==> config.mk <==
export PLATFORM = sky130hd
export DESIGN_NAME = pwm_bank
export DESIGN_NICKNAME = d
export VERILOG_FILES = /design/src/rtl/pwm_bank_pkg.sv /design/src/rtl/pwm_bank_channel.sv /design/src/rtl/pwm_bank.sv
export SDC_FILE = /design/constraint.sdc
export NUM_CORES = 1
export LEC_CHECK = 0
export BUFFER_PORTS_ARGS = -buffer_cell sky130_fd_sc_hd__buf_2
export CAP_MARGIN = 10
export CORE_ASPECT_RATIO = 0.75
export CORE_MARGIN = 8
export CORE_UTILIZATION = 50
export CTS_BUF_LIST = sky130_fd_sc_hd__clkbuf_2
export DETAILED_ROUTE_END_ITERATION = 6
export GPL_ROUTABILITY_DRIVEN = 0
export GPL_TIMING_DRIVEN = 0
export PLACE_DENSITY = 0.67
export SYNTH_ARGS = -nofsm -noshare
export SYNTH_HDL_FRONTEND = slang
export SYNTH_SLANG_ARGS = --single-unit
==> constraint.sdc <==
create_clock -name clk -period 5.5 [get_ports clk]
set_input_delay 1.1 -clock clk [delete_from_list [all_inputs] [get_ports clk]]
set_output_delay 1.1 -clock clk [all_outputs]
set_load 0.02 [all_outputs]
==> src/rtl/pwm_bank_pkg.sv <==
// Shared types and helpers for the PWM bank: channel-count derivation
// and the default duty type of the PWM library.
package pwm_bank_pkg;

    localparam int PWM_WIDTH = 16;

    typedef logic [PWM_WIDTH-1:0] duty_t;

    localparam duty_t DUTY_FULL = '1;

    function automatic int ch_count(input int addr_bits);
        return 1 << addr_bits;
    endfunction

endpackage

==> src/rtl/pwm_bank_channel.sv <==
// One PWM channel: pending/active duty pair with write-through on period
// wrap, and a registered compare/invert output.
module pwm_bank_channel
    import pwm_bank_pkg::*;
#(
    parameter int WIDTH = 16
) (
    input  logic             clk,
    input  logic             reset,
    input  logic [WIDTH-1:0] cnt,
    input  logic             wrap,
    input  logic             wr_en,
    input  logic [WIDTH-1:0] wr_data,
    input  logic             inv,
    output logic [WIDTH-1:0] pending,
    output logic             pwm_out
);

    localparam logic [WIDTH-1:0] FULL = {WIDTH{1'b1}};

    logic [WIDTH-1:0] active;
    logic             on_p0;

    // All-ones duty is full on; otherwise the output is on while cnt < duty
    assign on_p0 = (active == FULL) || (cnt < active);

    always_ff @(posedge clk) begin
        if (reset) begin
            pending <= '0;
            active  <= '0;
        end else begin
            if (wr_en) begin
                pending <= wr_data;
            end
            // A write landing on the wrap cycle bypasses pending
            if (wrap) begin
                active <= wr_en ? wr_data : pending;
            end
        end
    end

    // ---- stage p1: registered output ----
    always_ff @(posedge clk) begin
        if (reset) begin
            pwm_out <= inv;
        end else begin
            pwm_out <= on_p0 ^ inv;
        end
    end

endmodule

==> src/rtl/pwm_bank.sv <==
// Multi-channel PWM bank: shared prescaler and period counter feeding
// 2**ADDR_BITS double-buffered channels, with registered readback.
module pwm_bank
    import pwm_bank_pkg::*;
#(
    parameter int                        WIDTH         = 16,
    parameter int                        ADDR_BITS     = 2,
    parameter int                        PRESCALE_BITS = 8,
    parameter logic [2**ADDR_BITS-1:0]   INVERT_MASK   = '0
) (
    input  logic                     clk,
    input  logic                     reset,
    input  logic                     wr_en,
    input  logic [ADDR_BITS-1:0]     wr_addr,
    input  logic [WIDTH-1:0]         wr_data,
    input  logic [ADDR_BITS-1:0]     rd_addr,
    output logic [WIDTH-1:0]         rd_data,
    input  logic [PRESCALE_BITS-1:0] prescale,
    output logic                     period_start,
    output logic [2**ADDR_BITS-1:0]  pwm_out
);

    localparam int CH = ch_count(ADDR_BITS);

    logic [PRESCALE_BITS-1:0] pre_cnt;
    logic [WIDTH-1:0]         cnt;
    logic                     tick;
    logic                     wrap;
    logic [WIDTH-1:0]         pending [CH];

    // >= rather than == so lowering prescale never forces a long wrap
    assign tick = (pre_cnt >= prescale);
    assign wrap = tick && (cnt == {WIDTH{1'b1}});

    always_ff @(posedge clk) begin
        if (reset) begin
            pre_cnt      <= '0;
            cnt          <= '0;
            period_start <= 1'b0;
        end else begin
            pre_cnt      <= tick ? '0 : pre_cnt + 1'b1;
            if (tick) begin
                cnt <= cnt + 1'b1;
            end
            period_start <= wrap;
        end
    end

    for (genvar i = 0; i < CH; i++) begin : g_ch
        pwm_bank_channel #(
            .WIDTH (WIDTH)
        ) u_ch (
            .clk     (clk),
            .reset   (reset),
            .cnt     (cnt),
            .wrap    (wrap),
            .wr_en   (wr_en && (wr_addr == ADDR_BITS'(i))),
            .wr_data (wr_data),
            .inv     (INVERT_MASK[i]),
            .pending (pending[i]),
            .pwm_out (pwm_out[i])
        );
    end

    always_ff @(posedge clk) begin
        if (reset) begin
            rd_data <= '0;
        end else begin
            rd_data <= pending[rd_addr];
        end
    end

endmodule

==> metrics, run 1 <==
TritonRoute pass-1 iters=5; WP data required=6.21 ns; Die Y=131 um; Synth Instances=962; Critical-path top delay cell=a31oi_1; clk root buf=clkbuf_2; final hold violation count=0; site row count=42; Remaining DRCs=0; first-pass GRT wire length=37.4 mm; post_cts resized=0; Max Transition Viols Final=0; Worst-Skew Late Latency=0.77 ns; slowest stage delay, CP=0.65 ns; status=finished, final reports clean; Fillers=1,669; Netlist Area Pre-Place=0.00880 sq mm; area of the multi-input gates=0.00476 sq mm; Slew @ Worst Pin=0.825 ns; Reg2Reg Depth=8; initial antenna violation count=0; count of nets after finishing=1,130; data arrival time of the critical path=3.29 ns; area share of the largest cell type after synthesis=39.3%; Clock Pin Slew Worst Setup and Hold Paths=0.26 ns; sequential area share after synthesis=39.3%; Via density=5.42; vias in the first global route=6,762; post-route ant nets=0; Worst Path Class, Setup=in2reg; gr usage total=22.2%; clk sink count=173; worst path cell trace=buf_2, inv_1, ha_1, a21oi_1, o21ai_0, a31oi_1, clkbuf_1, o21ai_0, a21oi_1; leading area contributor after synthesis=dfxtp_1; synth warn=0; count of different cell masters after synthesis=39; setup_tns=0 ns; HP Class=reg2reg; DR vias=6,955; worst-path fanout max=10; LEAKAGE=3.77 nW; layout cells sized above 1=17.9%; fin crit share=46.9%; maxcap violations=0; port bufs=48; CP Capture Type=flop; maximum clock insertion buffer count=2; worst slack, placed=2.21 ns; CP Launch Type=primary input; average wire per standard cell=18.6 um; Min Clock Period, post-route=2.58 ns; Die W=169 um; final setup vio count=0; final wirelength=23.9 mm; pin count of the biggest net entering global routing=17; area grow syn2layout=8.31%; Reg area=0.00346 sq mm; VDD IR max=0.000121 V; Core Area=0.0174 sq mm; Worst Slack Setup Final=2.92 ns; die footprint=0.0222 sq mm; power density of the placed cells=214 mW/mm^2; IO Pins=52; Ant. Diodes=0; H-tree Lvls=4; highest clock rate=0.388 GHz; RSZ-0062 raised after global routing=no; Post-CTS Setup Repair Bufs=0; Hold Path Cell Cnt=2; CTS tree=yes; Syn Nets=1,063; register bit total from synthesis=173; HPWL after DPL=18.7 mm; worst clock skew=0.0340 ns; ranking of synthesized cells by area=dfxtp_1, mux2_4, ha_1; CTS buffer count=17; total grt overflow=0; Initial Util=50.5%; hold-fix buffers at CTS=0; Initial DRC Count=602; relative slew slack=44.8%; synthesized area per cell=9.15 sq um
## synthesized netlist by cell type
| cell type | number |
|---|---|
| ha_1 | 70 |
| mux2_4 | 60 |
| or2_2 | 3 |
| o31ai_1 | 5 |
| a211oi_1 | 4 |
| mux4_2 | 16 |
| o21a_1 | 6 |
| or3_1 | 5 |
| inv_1 | 71 |
| a21boi_0 | 1 |
| nand4_1 | 16 |
| nand2b_1 | 6 |
| or4_1 | 5 |
| nor2b_1 | 31 |
| mux2_2 | 9 |
| and3_4 | 2 |
| nor2_1 | 84 |
| buf_4 | 4 |
| o31ai_4 | 1 |
| nand3_1 | 13 |
| dfxtp_1 | 173 |
| and4_1 | 4 |
| xor2_1 | 4 |
| a31oi_1 | 1 |
| nand4b_1 | 2 |
| or3b_2 | 1 |
| nor3b_2 | 1 |
| xnor2_1 | 3 |
| buf_12 | 7 |
| nand2_1 | 165 |
| and4_4 | 2 |
| buf_2 | 2 |
| a21o_1 | 8 |
| and3_1 | 3 |
| nor4_1 | 3 |
| nor3_1 | 7 |
| clkbuf_1 | 35 |
| a21oi_1 | 106 |
| o21ai_0 | 23 |
## area by class of cell
type / instances / area share, %
inverters: 71 / 2.79
multi-input cells: 670 / 49.9
clock inverters: 13 / 0.984
repair buffers: 48 / 2.52
clock buffers: 19 / 0.997
well taps: 242 / 3.18
plain buffers: 48 / 3.27
flip-flops and latches: 173 / 36.3
## kinds of logic (layout without fill, tap and decap cells)
group,Yosys count,in the layout,share of synthesized area [%]
mux,85,85,15.5
flops,173,173,39.3
compound gates,155,155,9.69
simple gates,353,353,18.3
buf+inv,119,199,6.57
xor+xnor,7,7,0.696
fa+ha+maj,70,70,9.95
## critical path, delay by kind of cell
| kind | cells | cell delay (ns) |
|---|---|---|
| buffers and inverters | 3 | 0.53 |
| adders and majority gates | 1 | 0.32 |
| AOI/OAI and AO/OA | 5 | 1.34 |
## routing by layer
| metal | global-route usage [%] | wire [um] | vias up |
|---|---|---|---|
| met5 | 0 | 0 | - |
| met4 | 5.29 | 354 | 0 |
| met3 | 5.46 | 2060 | 25 |
| met2 | 33.6 | 10100 | 252 |
| met1 | 31.4 | 11400 | 3285 |
| li1 | - | - | 3393 |
## path summary, 6_finish.rpt
check,startpoint,to,slack (ns)
setup / recovery,prescale[5],cnt[8]$_SDFFE_PP0P_,2.92
hold / removal,g_ch[1].u_ch.pending[1]$_SDFF_PP0_,g_ch[1].u_ch.pending[1]$_SDFF_PP0_,0.49
setup reg to reg,pre_cnt[0]$_SDFF_PP0_,cnt[8]$_SDFFE_PP0P_,2.97
hold reg to reg,g_ch[1].u_ch.pending[1]$_SDFF_PP0_,g_ch[1].u_ch.pending[1]$_SDFF_PP0_,0.49
## state kept, by name, summed over array words and instances (netlist names)
register,flops
g_ch.u_ch.pwm_out,4
pre_cnt,8
g_ch.u_ch.pending,64
g_ch.u_ch.active,64
period_start,1
rd_data,16
cnt,16
## placed cells by master (no fill, tap or decap), types with 2 or more instances in the layout
cell	netlist	routed
clkbuf_1	35	35
mux2_2	9	9
buf_4	4	4
or2_2	3	3
nand4_1	16	16
buf_2	2	50
xor2_1	4	4
o21a_1	6	6
inv_1	71	71
or4_1	5	5
nor2b_1	31	31
and3_4	2	2
nor3_1	7	7
nand2_1	165	165
o31ai_1	5	5
or3_1	5	5
and4_4	2	2
clkinv_4	0	2
nand3_1	13	13
o21ai_0	23	23
dfxtp_1	173	173
nand2b_1	6	6
nand4b_1	2	2
a211oi_1	4	4
mux2_4	60	60
inv_6	0	2
clkinvlp_4	0	6
nor2_1	84	84
buf_12	7	7
clkbuf_2	0	19
nor4_1	3	3
and4_1	4	4
ha_1	70	70
mux4_2	16	16
a21oi_1	106	106
xnor2_1	3	3
and3_1	3	3
clkinv_2	0	2
a21o_1	8	8
## stage by stage
step                      std cells  total power, mW  cell area, sq um  hold WS (ns)  util, %
after floorplan                 962             1.40              8800         0.426        -
after detailed placement       1252             1.46              9350         0.457     53.6
after global routing           1284             2.11              9540         0.513     54.7
after global placement         1252             1.46              9350         0.452     53.6
final                          1284             2.04              9540         0.493     54.7
after CTS                      1284             2.04              9540         0.494     54.7
## power breakdown
group / switching (mW) / internal (mW)
clock: 0.480 / 0.121
combinational: 0.100 / 0.0476
sequential: 0.0133 / 1.28
total: 0.593 / 1.45
No activity file was read; power rests on OpenSTA's default activity.
==> run 2: changes to the inputs <==
Settings changed: ABC_AREA set to 1, PLACE_DENSITY 0.67 to 0.69.
Clock period 5.5 ns to 2.3 ns, I/O delays scaled along.
==> run 2 against run 1 <==
Against the previous run: power rose to 2.6 times the previous value; first-iteration DRC count is 14% higher; flip-flop and latch count did not move; hold slack got worse by 0.31 ns; via count increased by 22%; critical path depth did not move; synthesized cell count increased by 29%; cell count is 24% higher; sequential power is 140% higher; largest cell class unchanged.
==> metrics, run 2 <==
DP Cell Count=1,536 (+23%); CP Launch Type=flop; worst hold endpoint=rd_data[15]$_SDFF_PP0_; Non-Filler Instances=1,589 (+24%); power density of the placed cells=532 mW/mm^2 (+150%); TritonRoute pass-1 iters=7 (+2); CP Capture Type=flop; final setup vio count=0 (unchanged); Pwr Total=5.35 mW (+160%); post-route ant nets=0 (unchanged); Reg2Reg Depth=9 (+1); highest clock rate=0.463 GHz; CP Buf/Inv Count=2 (-1); maximum clock insertion buffer count=2 (unchanged); final hold violation count=0 (unchanged); LEAKAGE=4.60 nW (+22%); Synth Instances=1,244 (+29%); register bit total from synthesis=173 (unchanged); IO Pins=52 (unchanged); most frequent cells in the layout=nand2_1, nor2_1, dfxtp_1; Worst Path Class, Setup=reg2reg; Hold Path Cell Cnt=5 (+3); DR vias=8,489 (+22%); CTS buffer count=17 (unchanged); maxcap violations=0 (unchanged); CTS tree=yes; worst path cell trace=nand4_1, nor2_4, nand3_2, nor2_4, buf_6, buf_6, nand3_1, nand2_1, nor2_1; Critical-path top delay cell=dfxtp_1; HPWL after DPL=20.4 mm (+9.3%); EDFF count, synth=0 (unchanged); largest registers=g_ch.u_ch.active (64), g_ch.u_ch.pending (64); WP data required=3.02 ns (-3.19 ns); Initial Util=51.1% (+0.66 points); most common cell after layout, fill and taps aside=nand2_1; r2r setup slk=0.14 ns (-2.83 ns); site row count=42 (unchanged); worst-path fanout max=10 (unchanged); synthesized area per cell=7.26 sq um (-21%); slowest stage delay, CP=0.71 ns (+0.06 ns); H-tree Lvls=4 (unchanged); Max Transition Viols Final=0 (unchanged); Syn Nets=1,345 (+27%); prevailing post-synth register cell=dfxtp_1; area grow syn2layout=11.5%; Slew @ Worst Pin=0.944 ns (+0.119 ns); Die Y=132 um (+1.1%); count of nets after finishing=1,434 (+27%); layout cells sized above 1=10.1% (-7.8 points); final wirelength=26.4 mm (+11%); fin crit share=93.9%; R2R Path Start=cnt[8]$_SDFFE_PP0P_; average wire per standard cell=16.6 um (-11%); first-pass GRT wire length=41.6 mm (+11%); area share of the largest cell type after synthesis=38.4% (-0.97 points); relative slew slack=37.1% (-7.7 points); hold path startpoint=rd_addr[0]; Worst-Skew Late Latency=0.81 ns (+0.04 ns); pin count of the biggest net entering global routing=19 (+2); Netlist Area Pre-Place=0.00903 sq mm (+2.5%); async set-reset flop share out of synthesis=0% (unchanged); initial antenna violation count=1 (+1); synth warn=0 (unchanged); sequential area share after synthesis=38.4% (-0.97 points); clk sink count=173 (unchanged); RSZ-0062 raised after global routing=no; clk root buf=clkbuf_2; HP Class=in2reg; gr usage total=23.7% (+1.5 points); FF-to-FF End=g_ch[3].u_ch.active[9]$_SDFFE_PP0P_; data arrival time of the critical path=2.88 ns (-0.41 ns); count of different cell masters after synthesis=25 (-36%); port bufs=50 (+4.2%); vias in the first global route=7,943 (+17%); Remaining DRCs=0 (unchanged); Die W=171 um (+1.1%); synth cell count leaders=nand2_1, dfxtp_1, nor2_1; die footprint=0.0227 sq mm (+2.3%); Via density=5.34 (-1.4%); Core Area=0.0177 sq mm (+1.2%); Min Clock Period, post-route=2.16 ns; Clock Pin Slew Worst Setup and Hold Paths=0.27 ns (about the same); total grt overflow=0 (unchanged); Initial DRC Count=687 (+14%); ranking of synthesized cells by area=dfxtp_1, ha_1, nand2_1; VDD IR max=0.000375 V (+210%); worst clock skew=0.0364 ns (+0.00243 ns); Worst path top cell family by delay=simple AND/OR/NAND/NOR gates; most numerous cell in the Yosys netlist=nand2_1; leading area contributor after synthesis=dfxtp_1; status=finished, final reports clean
==> run 2: changes by cell type in the layout (fill, tap and decap cells not counted), sizes merged, moves of 8 or more <==
cell         before  now
a21oi           106  145
mux2i             0   32
inv              73  149
nor2b            31    0
dlygate4sd3       0   17
nor2             84  173
a21o              8    0
o21ai            23   58
o211ai            0   15
mux4             16    0
nand3            13   92
buf              61   91
nand2           165  221
mux2             69    0
==> run 2: area by class of cell <==
class	count	area (sq um)
clock inverter	15	176
timing repair buffer	70	443
clock buffer	17	85.1
buffer	72	425
sequential	173	3470
antenna	1	2.50
inverter	141	529
tap	242	303
fill	1768	7590
multi-input combinational	858	4620
==> run 2: repair_timing <==
action                                  4_1_cts  5_1_grt
hold buffers                                 16        1
endpoints found under the setup margin       65       69
buffers inserted                              1        2
hold endpoints to repair                     21        1
gates resized for setup                       1       12
pin swaps                                     1        0
==> run 2: worst max-delay path by stage <==
stage	from	endpoint	slack (ns)	cells past startpoint
5_1_grt	cnt[9]$_SDFFE_PP0P_	g_ch[3].u_ch.active[9]$_SDFFE_PP0P_	0.01	9
3_5_place_dp	prescale[7]	g_ch[3].u_ch.active[7]$_SDFFE_PP0P_	-0.18	12
6_report	cnt[8]$_SDFFE_PP0P_	g_ch[3].u_ch.active[9]$_SDFFE_PP0P_	0.14	9
3_3_place_gp	prescale[7]	g_ch[3].u_ch.active[9]$_SDFFE_PP0P_	-0.16	12
4_1_cts	cnt[1]$_SDFFE_PP0P_	g_ch[3].u_ch.active[7]$_SDFFE_PP0P_	0.03	12
2_1_floorplan	prescale[7]	cnt[7]$_SDFFE_PP0P_	0.37	11
==> run 2: cells by family after synthesis <==
| group | Yosys count | synth area share [%] |
|---|---|---|
| AOI/OAI and AO/OA | 219 | 12.6 |
| xor gates and xnor gates | 8 | 0.776 |
| adders and majority gates | 70 | 9.70 |
| buffers and inverters | 213 | 10.5 |
| DFF | 173 | 38.4 |
| muxes | 32 | 3.55 |
| and+or+nand+nor | 529 | 24.5 |
==> run 2: metrics by stage <==
step / utilization, % / TNS [ns] / hold WS, ns / area, sq um / setup WS [ns]
floorplan: - / 0 / 0.430 / 9030 / 0.374
global placement: 54.3 / -7.56 / 0.452 / 9580 / -0.160
detailed placement: 54.3 / -9.24 / 0.463 / 9580 / -0.184
CTS: 56.7 / 0 / 0.0106 / 10000 / 0.0309
global route: 57.0 / 0 / 0.163 / 10100 / 0.00984
finish: 57.0 / 0 / 0.182 / 10100 / 0.140
==> run 2: power breakdown <==
group / internal (mW) / switching (mW)
logic: 0.168 / 0.359
clock network: 0.464 / 1.26
registers: 3.08 / 0.0254
total: 3.71 / 1.64
==> run 2: per-layer routing <==
metal	part of all wire (%)	up-vias	global-route usage, %
met5	0	-	0
met4	1.8	0	6.55
met3	8.8	40	4.85
met2	43	280	35.6
met1	47	3919	33.5
li1	-	4250	-
==> run 2: tightest hold or removal path: cells and delay by family <==
family	cells	cell delay (ns)
buf+inv	1	0.20
simple gates	2	0.17
compound gates	2	0.13
==> run 3: changes to the inputs <==
Settings changed: CTS_BUF_LIST sky130_fd_sc_hd__clkbuf_2 to sky130_fd_sc_hd__clkbuf_16.
==> run 3 against run 2 <==
Against the previous run: clock power up 72%; first-iteration DRC count up 11%; setup slack better by 0.029 ns; die area unchanged; clock-buffer cell count unchanged; routed wire length about the same; combinational power down 4.2%; cell area up 1.5%; fmax up 1.3%; hold slack better by 0.20 ns; critical path type unchanged; critical endpoint is now g_ch[3].u_ch.active[7]$_SDFFE_PP0P_.
==> metrics, run 3 (synthesis gave the netlist of run 2 again) <==
H-tree Lvls=4 (unchanged); layout cells sized above 1=9.95% (-0.16 points); worst clock skew=0.0123 ns (-0.0241 ns); final wirelength=26.4 mm (about the same); CP Capture Type=flop; power density of the placed cells=641 mW/mm^2 (+21%); final setup vio count=0 (unchanged); hold-fix buffers at CTS=0 (-16); clk sink count=173 (unchanged); Worst Path Class, Setup=reg2reg; maxcap violations=0 (unchanged); CTS buffer count=17 (unchanged); IO Pins=52 (unchanged); average wire per standard cell=16.8 um (+1.2%); Initial Util=51.1% (unchanged); Slew @ Worst Pin=0.927 ns (-0.0168 ns); post-route ant nets=0 (unchanged); site row count=42 (unchanged); most frequent cells in the layout=nand2_1, nor2_1, dfxtp_1; most common cell after layout, fill and taps aside=nand2_1; TritonRoute pass-1 iters=6 (-1); WP data required=2.64 ns (-0.38 ns); Core Area=0.0177 sq mm (unchanged); fin crit share=92.7% (-1.2 points); CTS tree=yes; status=finished, final reports clean; Max Transition Viols Final=0 (unchanged); Non-Filler Instances=1,569 (-1.3%); worst-path fanout max=10 (unchanged); HPWL after DPL=20.4 mm (unchanged); setup_tns=0 ns (unchanged); Ant. Diodes=0 (-1); relative slew slack=38.2% (+1.1 points); highest clock rate=0.469 GHz (+1.3%); Initial DRC Count=764 (+11%); first-pass GRT wire length=41.7 mm (about the same); Reg area=0.00347 sq mm (about the same); initial antenna violation count=0 (-1); largest registers=g_ch.u_ch.active (64), g_ch.u_ch.pending (64); Remaining DRCs=0 (unchanged); fin area=0.0102 sq mm (+1.5%); HP Class=in2reg; area grow syn2layout=13.1%; pin count of the biggest net entering global routing=19 (unchanged); DR vias=8,472 (-0.20%); maximum clock insertion buffer count=2 (unchanged); die footprint=0.0227 sq mm (unchanged); final hold violation count=0 (unchanged); CP Launch Type=flop; count of nets after finishing=1,415 (-1.3%); gr usage total=23.7% (about the same); RSZ-0062 raised after global routing=no; data arrival time of the critical path=2.47 ns (-0.41 ns); Clock Pin Slew Worst Setup and Hold Paths=0.07 ns (-0.20 ns); port bufs=50 (unchanged); Pwr Total=6.54 mW (+22%); LEAKAGE=4.66 nW (+1.2%); area of the multi-input gates=0.00462 sq mm (about the same); VDD IR max=0.000403 V (+7.4%); DP Cell Count=1,536 (unchanged); Fillers=1,735 (-1.9%); Die Y=132 um (unchanged); Via density=5.40 (+1.1%); vias in the first global route=7,912 (-0.39%); total grt overflow=0 (unchanged); Placed Area=0.00958 sq mm (unchanged); Min Clock Period, post-route=2.13 ns (-0.0286 ns); Worst-Skew Late Latency=0.44 ns (-0.37 ns); Die W=171 um (unchanged); clk root buf=clkbuf_16
[run 3: changes by cell type in the layout (fill, tap and decap cells not counted), moves of 2 or more]
cell / previous run / this run
dlygate4sd3_1: 17 / 0
clkbuf_2: 17 / 0
clkbuf_16: 0 / 17
buf_4: 14 / 12
[run 3: layer usage]
layer | up-vias | GRT usage [%] | wire length (um)
li1 | 4209 | - | -
met2 | 270 | 35.9 | 11400
met4 | 0 | 6.80 | 451
met3 | 36 | 4.58 | 2310
met5 | - | 0 | 0
met1 | 3957 | 33.4 | 12300
[run 3: where the power goes]
group	internal, mW	switching (mW)
Clock	1.56	1.39
Sequential	3.06	0.0252
Combinational	0.149	0.356
[run 3: per-stage QoR]
| step | utilization, % | hold WS (ns) | worst slack (ns) |
|---|---|---|---|
| after floorplan | - | 0.430 | 0.374 |
| after global placement | 54.3 | 0.452 | -0.160 |
| after detailed placement | 54.3 | 0.463 | -0.184 |
| after CTS | 57.7 | 0.374 | 0.0194 |
| after global routing | 57.8 | 0.389 | 0.00525 |
| final | 57.8 | 0.383 | 0.169 |
[run 3: critical path, stage by stage (launching register included)]
cell     delay [ns]
dfxtp_4        0.43
ha_2           0.27
nand2_1        0.08
nor2_1         0.11
nand2_1        0.10
nor2_4         0.14
nand3_2        0.12
nor2_4         0.17
buf_8          0.19
buf_6          0.16
nand3_1        0.10
nand2_1        0.10
nor2_1         0.05
[run 3: repair_timing]
item | 4_1_cts | 5_1_grt
pin swaps | 0 | 1
buffers inserted | 0 | 1
setup endpoints to repair | 47 | 77
gates resized for setup | 1 | 10
[run 3: cell type report]
| type | count | share of cell area [%] |
|---|---|---|
| flip-flops and latches | 173 | 34.0 |
| well taps | 242 | 2.96 |
| multi-input cells | 858 | 45.3 |
| repair buffers | 51 | 2.52 |
| clock buffers | 17 | 4.17 |
| plain buffers | 72 | 4.18 |
| clock inverters | 15 | 1.73 |
| inverters | 141 | 5.18 |
[run 3: worst paths after layout]
check	cells past startpoint	endpoint	slack [ns]	start
max	12	g_ch[3].u_ch.active[7]$_SDFFE_PP0P_	0.17	cnt[1]$_SDFFE_PP0P_
min	3	g_ch[2].u_ch.pending[14]$_SDFF_PP0_	0.38	wr_data[14]
max reg2reg	12	g_ch[3].u_ch.active[7]$_SDFFE_PP0P_	0.17	cnt[1]$_SDFFE_PP0P_
min reg2reg	1	pre_cnt[0]$_SDFF_PP0_	0.48	pre_cnt[0]$_SDFF_PP0_
